[src/rtl/icache_direct.sv]
// icache_direct: direct-mapped, read-only instruction cache between the fetch
// port and the memory arbiter. Hits are served combinationally. A miss latches
// the word address and runs a single-word fill over the iREN/iwait/iload
// handshake. Once started, a fill always completes unless reset aborts it.
//
// Ports:
//   CLK        clock, rising edge
//   nRST       synchronous reset, active-high despite the name
//   imemREN    fetch request
//   imemaddr   fetch byte address; bits [1:0] are ignored
//   ihit       hit; imemload is valid this cycle
//   imemload   instruction word; zero when there is no hit
//   iREN       memory read request
//   iaddr      memory word address; zero when idle
//   iwait      memory busy
//   iload      memory read data
//   hit_count  saturating count of hit cycles     (ICACHE_STATS_EN only)
//   miss_count saturating count of fills started  (ICACHE_STATS_EN only)
//
// Optional feature: define ICACHE_STATS_EN to add the two statistics counters.

module icache_direct #(
    parameter int unsigned SETS  = 16,
    parameter int unsigned IDX_W = $clog2(SETS),
    parameter int unsigned TAG_W = 30 - IDX_W
) (
    input  logic        CLK,
    input  logic        nRST,
    input  logic        imemREN,
    input  logic [31:0] imemaddr,
    output logic        ihit,
    output logic [31:0] imemload,
    output logic        iREN,
    output logic [31:0] iaddr,
    input  logic        iwait,
    input  logic [31:0] iload
`ifdef ICACHE_STATS_EN
    ,
    output logic [31:0] hit_count,
    output logic [31:0] miss_count
`endif
);

    typedef enum logic {StIdle, StFetch} state_e;

    state_e            state_q;
    logic [SETS-1:0]   valid_q;
    logic [TAG_W-1:0]  tag_q  [SETS];
    logic [31:0]       data_q [SETS];
    logic [29:0]       fill_addr_q;
    logic              iren_q;
    logic [31:0]       iaddr_q;

    logic [IDX_W-1:0]  lookup_idx;
    logic [TAG_W-1:0]  lookup_tag;
    logic [IDX_W-1:0]  fill_idx;
    logic [TAG_W-1:0]  fill_tag;
    logic              match;
    logic              miss_start;

    // Byte-offset bits never take part in lookup.
    logic unused_addr_bits;
    assign unused_addr_bits = ^imemaddr[1:0];

    assign lookup_idx = imemaddr[IDX_W+1:2];
    assign lookup_tag = imemaddr[31:IDX_W+2];
    assign fill_idx   = fill_addr_q[IDX_W-1:0];
    assign fill_tag   = fill_addr_q[29:IDX_W];

    assign match      = valid_q[lookup_idx] && (tag_q[lookup_idx] == lookup_tag);
    assign miss_start = (state_q == StIdle) && imemREN && !match;

    // Gated by nRST so nothing is reported as a hit during the reset cycle.
    always_comb begin
        ihit     = (state_q == StIdle) && imemREN && match && !nRST;
        imemload = ihit ? data_q[lookup_idx] : 32'h0;
    end

    // iREN/iaddr come straight from flops, so they never glitch with imemaddr.
    assign iREN  = iren_q;
    assign iaddr = iaddr_q;

    always_ff @(posedge CLK) begin
        if (nRST) begin
            state_q     <= StIdle;
            valid_q     <= '0;
            fill_addr_q <= '0;
            iren_q      <= 1'b0;
            iaddr_q     <= '0;
        end else begin
            case (state_q)
                StIdle: begin
                    if (miss_start) begin
                        fill_addr_q <= imemaddr[31:2];
                        iren_q      <= 1'b1;
                        iaddr_q     <= {imemaddr[31:2], 2'b00};
                        state_q     <= StFetch;
                    end
                end
                StFetch: begin
                    // Frame chosen by the latched address, not the live one.
                    if (!iwait) begin
                        data_q[fill_idx]  <= iload;
                        tag_q[fill_idx]   <= fill_tag;
                        valid_q[fill_idx] <= 1'b1;
                        iren_q            <= 1'b0;
                        iaddr_q           <= '0;
                        state_q           <= StIdle;
                    end
                end
                default: begin
                    iren_q  <= 1'b0;
                    iaddr_q <= '0;
                    state_q <= StIdle;
                end
            endcase
        end
    end

`ifdef ICACHE_STATS_EN
    logic [31:0] hit_count_q;
    logic [31:0] miss_count_q;

    always_ff @(posedge CLK) begin
        if (nRST) begin
            hit_count_q  <= '0;
            miss_count_q <= '0;
        end else begin
            if (ihit && (hit_count_q != 32'hFFFF_FFFF)) begin
                hit_count_q <= hit_count_q + 32'd1;
            end
            if (miss_start && (miss_count_q != 32'hFFFF_FFFF)) begin
                miss_count_q <= miss_count_q + 32'd1;
            end
        end
    end

    assign hit_count  = hit_count_q;
    assign miss_count = miss_count_q;
`endif

endmodule

[config.mk]
export PLATFORM = sky130hd
export DESIGN_NAME = icache_direct
export DESIGN_NICKNAME = d
export VERILOG_FILES = /design/src/rtl/icache_direct.sv
export SDC_FILE = /design/constraint.sdc
export NUM_CORES = 1
export LEC_CHECK = 0
export ABC_AREA = 1
export CAP_MARGIN = 20
export CORE_MARGIN = 5
export CORE_UTILIZATION = 25
export DETAILED_ROUTE_END_ITERATION = 6
export DONT_BUFFER_PORTS = 1
export PLACE_DENSITY = 0.45
export SLEW_MARGIN = 20
export SYNTH_ARGS = -nofsm -noshare
export SYNTH_HDL_FRONTEND = slang
export SYNTH_SLANG_ARGS = --single-unit
[constraint.sdc]
create_clock -name CLK -period 3.81 [get_ports CLK]
set_input_delay 0.381 -clock CLK [delete_from_list [all_inputs] [get_ports CLK]]
set_output_delay 0.381 -clock CLK [all_outputs]
set_load 0.05 [all_outputs]
* Word level (Yosys, flattened, before mapping) *
Memory sizes are Yosys's and may differ from the RTL's.
Cells that the tools add are included.

storage, ports and cells
  flip-flop bits (word level) = 80
  RAM bits = 928
  bits of input ports = 68
  output and inout port bits = 66
  word-level logic and storage cells = 45
  memories kept = 2

cells by class
  order comparisons = 3
  equality and inequality tests = 3
  muxes and demuxes = 18
  bitwise logic cells = 3
  reduce and logical (&&, ||, !) cells = 11

memory list
  name    words  width  rd ports  clocked after memory_dff  write ports  RTL line  text
  data_q  16     32     1         0                         1            49        logic [31:0] data_q [SETS];
  tag_q   16     26     1         0                         1            48        logic [TAG_W-1:0] tag_q [SETS];

operators by type and width
  cell                                                                                  number
  32-bit 2-to-1 mux                                                                     3
  32-bit one-hot mux with 2 select lines                                                1
  26-bit equality test                                                                  1
  16-bit bitwise OR                                                                     1
  4-bit by 5-bit < comparator with 1-bit output (second input constant)                 2
  1-bit 2-to-1 mux                                                                      10
  1-bit logical AND                                                                     6
  2-bit AND reduction                                                                   3
  1-bit binary-select mux with 4-bit select                                             1
  1-bit demux with 4-bit select                                                         1
  4-bit by 1-bit greater-or-equal comparator with 1-bit output (second input constant)  1
  2-bit != test (second input constant)                                                 2
  1-bit one-hot mux with 2 select lines                                                 2
  1-bit zero test                                                                       2
  1-bit NOT                                                                             2

* Logic depth before layout (Yosys ltp) *
  depth in word-level cells = 7
  gate-level depth with buffers = 22
  gate-level depth less buffers = 18

* Worst setup path before layout *
OpenSTA, ideal clock, no wires.

  kind = in2reg
  start = input nRST
  end = memory data_q[10][0] (enable)
  setup time = 0.474 ns
  data arrival time = 3.428 ns
  data required time = 3.336 ns
  slack = -0.093 ns
  stages = 4
  path buffers = 1
  path through = clkbuf_1 -> nor2_1 -> nand3_1 -> nor2_1

between the ends
  longest elaborated chain between the ends = 2

RTL lines
  item                                    RTL line  text
  start, declared                         28        input logic nRST,
  1-bit 2-to-1 mux                        84        if (nRST) begin
  1-bit 2-to-1 mux (not written as such)  103       data_q[fill_idx] <= iload;
  end, declared                           49

Every way passes these cells.

* Final worst setup path *
  start = input imemaddr[2]
  end = output imemload[5]

between the ends
  longest elaborated chain between the ends = 6
  elaborated cells on any way between the ends = 9
  classes of those cells = 1 x eq/ne; 3 x mux; 3 x reduce/logical; 2 x memory

RTL lines
  item                                                                             RTL line  text
  start, declared                                                                  30        input logic [31:0] imemaddr,
  memory 16 x 26 bit or 1-bit binary-select mux with 4-bit select (tied branches)  n/a
  26-bit equality test or 1-bit 2-to-1 mux (tied branches)                         70        assign match = valid_q[lookup_idx] && (tag_q[lookup_idx] == lookup_tag);
  1-bit logical AND                                                                70
  1-bit logical AND (2 in series)                                                  75        ihit = (state_q == StIdle) && imemREN && match && !nRST;
  32-bit 2-to-1 mux (*)                                                            76        imemload = ihit ? data_q[lookup_idx] : 32'h0;
  end, declared                                                                    32        output logic [31:0] imemload,

Mark *: on every way between the ends. The rest lies on a longest branch, timed or not. The select of a mux whose other input is x is not followed.

==> flow_summary.yaml <==
power:
  power.density_mw_per_mm2: 491.7
  clkPwrFrac: 0.424
  total_power_w: 0.02337
  combPwrFrac: 0.050
  sw_frac_of_total: 0.2228
  p_sw_w: 0.005205
  peakVddDrop_uv: 372.7
  p_leak_nw: 16.52
  internal_power_w: 0.01816
  seq_power_share: 0.526
grt:
  grt_use_total: 0.1373
  grt_start_max_net_pins: 497
  overflow: 0
  grt_pass1_vias: 24960
  grt_first_pass_wirelength_mm: 174.5
  antenna_found_initial: 11
placement:
  portBuffers: 0
  place_congestion: 0.7621
  place_area_sq_mm: 0.04352
  dp_hpwl_mm: 59.49
clock_network:
  htreeDepth: 3
  cts_sinks: 1006
  tritoncts: "built"
  root_buffer: "clkbuf_16"
  clk_pin_slew_ns: 0.06
  cts_made_buffers: 103
  clockBufferDepth: 3
  insertion_delay_ns: 0.70
setup_path:
  r2r_start: "tag_q[9][23]$_DFFE_PP_"
  cpPeakStageDelay_ns: 0.37
  ff2ff_setup_slack_ns: 0.72
  worstPathMaxFanout: 498
  reg2reg_to: "iaddr[16]$_SDFFE_PP0P_"
  cp-end-kind: "output pin"
  cp_common_cell: "nand3_1"
  start_kind: "primary input"
  worstPathCellList: "inv_8 > buf_12 > buf_4 > o21ai_1 > nand3_1 > nand3_1 > nand3_1 > nand3_1 > nor2_1 > nand3_1 > nor2_1 > nand2_2 > buf_12 > buf_12 > nor2_1 > buf_4"
  worst-r2r-cell-count: 16
  slowest_stage: "inv_8"
  cp.arrival_ns: 3.46
  critical_path_class: "in2out"
  required_ns: 3.43
routing:
  drc: 0
  wirelength_mm: 120.7
  vias_per_cell: 4.560
  ant_nets: 0
  wl_per_cell_microns: 21.07
  vias: 26110
  drt_pass1_iterations: 5
  drt-initial-drc-count: 1950
synthesis:
  synth_seq_cells: 1006
  synth_top_area_frac: 0.6894
  synthTopCellsByArea: "edfxtp_1 69%, nand2_1 7.9%, nand3_1 4.0%"
  synthesis.area_sq_mm: 0.04042
  ys_seq_area_frac: 0.7280
  postSynthCellCount: 3410
  synth_area_per_cell_sq_um: 11.85
  ys_warn_count: 0
  yosysTopAreaCell: "edfxtp_1"
  ys_types: 32
timing:
  fin_crit_sh: 1.008
  worstMarginPinSlew_ns: 1.086
  period_minus_slack_ns: 3.840
  setup_slack_ns: -0.02992
  fmax_ghz: 0.2604
  slew_headroom: 0.2759
  fin_skew_ns: 0.02872
  worst_hold_slack_ns: 0.04724
  setup_viol: 8
  slew_violations: 0
  hold_violations: 0
die:
  dieHeight_microns: 412.1
  num_rows: 147
  io_pins: 134
  core_area_sq_mm: 0.1608
  die_x_microns: 412.1
  start_util: 0.2515
  dieArea_sq_mm: 0.1698
run_status:
  status: "finished, violations left"
  violations: "negative setup slack"
run:
  maxCapViolCount: 0
worst_hold_path:
  worstHoldStart: "imemaddr[28]"
  min_to: "iaddr[28]$_SDFFE_PP0P_"
  worst_hold_path.num_cells: 2
  hold_class: "in2reg"
cells_and_area:
  stdcell_area_sq_mm: 0.04752
  layout-drive-gt1-share: 0.08532
  area_delta_synth_final_pct: 17.56
  nets: 3544
-- final cells by class --
class                   count  area (sq um)
fillers                 16460        113200
flip-flops and latches   1006         29430
multi-input cells        1990          9424
clock buffers             141          2887
well taps                2160          2703
repair buffers            180          1862
inverters                 193         765.7
clock inverters            51         422.9
repair inverters            2         22.52
diodes                      3         7.507
-- synthesized netlist by cell type (all sizes together) --
master,n
nand3b,2
nand2,856
conb,1
nor4,1
clkinv,1
o31ai,32
a21oi,308
a31oi,5
a221oi,117
o22ai,16
nand3,322
o21ai,74
inv,192
clkbuf,114
buf,108
nor3b,1
edfxtp,928
dfxtp,78
nor3,2
o211ai,30
nor2,214
nand4,4
a32oi,3
a21o,1
-- cells by family after synthesis --
family          share of synthesized area
compound gates                    0.08825
other cells                    0.00009277
simple gates                       0.1411
flops                              0.7280
buf+inv                           0.04259
-- power groups by stage --
| stage | registers (W) | clock network (W) | logic [W] |
|---|---|---|---|
| floorplan | 0.0125 | 0 | 0.000816 |
| detailed placement | 0.0125 | 0 | 0.00103 |
| global placement | 0.0125 | 0 | 0.00103 |
| finish | 0.0123 | 0.00990 | 0.00117 |
| CTS | 0.0123 | 0.0102 | 0.00117 |
| global route | 0.0123 | 0.0107 | 0.00130 |
-- metal layers --
metal / up-vias / routed length (microns) / track usage
li1: 12310 / - / -
met1: 13100 / 54710 / 0.1876
met2: 552 / 57870 / 0.2295
met3: 152 / 5645 / 0.02307
met4: 2 / 2429 / 0.02987
met5: - / 13 / 0
-- worst max-delay path by stage --
stage / start / end / slack (ns) / cells after the start
floorplan: nRST / data_q[10][0]$_DFFE_PP_ / -0.09 / 4
global placement: imemaddr[2] / imemload[0] / 0.16 / 16
detailed placement: imemaddr[3] / imemload[29] / 0.30 / 17
CTS: tag_q[9][14]$_DFFE_PP_ / imemload[29] / 0.15 / 17
global route: imemaddr[2] / imemload[26] / -0.009 / 20
finish: imemaddr[2] / imemload[5] / -0.03 / 16
-- stage by stage --
| stage | worst slack (ns) | instances | setup TNS, ns | util |
|---|---|---|---|---|
| 3_3_place_gp | 0.1589 | 5467 | 0 | 0.2707 |
| 4_1_cts | 0.1500 | 5715 | 0 | 0.2949 |
| 6_report | -0.02992 | 5726 | -0.1026 | 0.2956 |
| 2_1_floorplan | -0.09255 | 3411 | -42.94 | - |
| 3_5_place_dp | 0.3024 | 5467 | 0 | 0.2707 |
| 5_1_grt | -0.008616 | 5723 | -0.009447 | 0.2956 |
-- sequential cells by signal, indices dropped and copies added (netlist names) --
signal	flops
data_q	512
iaddr	30
iREN	1
valid_q	16
fill_addr_q	30
state_q	1
tag_q	416
-- placed cells by master, fill, tap and decap left out, drive strengths merged --
master,count
dlygate4sd3,55
inv,195
buf,125
nand2,856
a32oi,3
clkinv,46
nor4,1
a31oi,5
o211ai,30
clkbuf,141
nor2,214
nand3b,2
nor3b,1
dfxtp,78
o31ai,32
diode,3
nand3,322
conb,2
bufinv,5
o22ai,16
a221oi,117
o21ai,74
nand4,4
nor3,2
a21o,1
edfxtp,928
a21oi,308
-- worst max-delay path: cells and delay by family --
family,cells,cell delay (ns)
and+or+nand+nor,9,1.18
AOI/OAI and AO/OA,1,0.09
buffers and inverters,6,1.40
-- timing repair --
item,in CTS,in global routing
endpoints found under the setup margin,0,33
gates resized for setup,0,9
setup buffers,0,6
hold buffers,56,0
hold endpoints to repair,590,0
(Power assumes the default switching activity.)
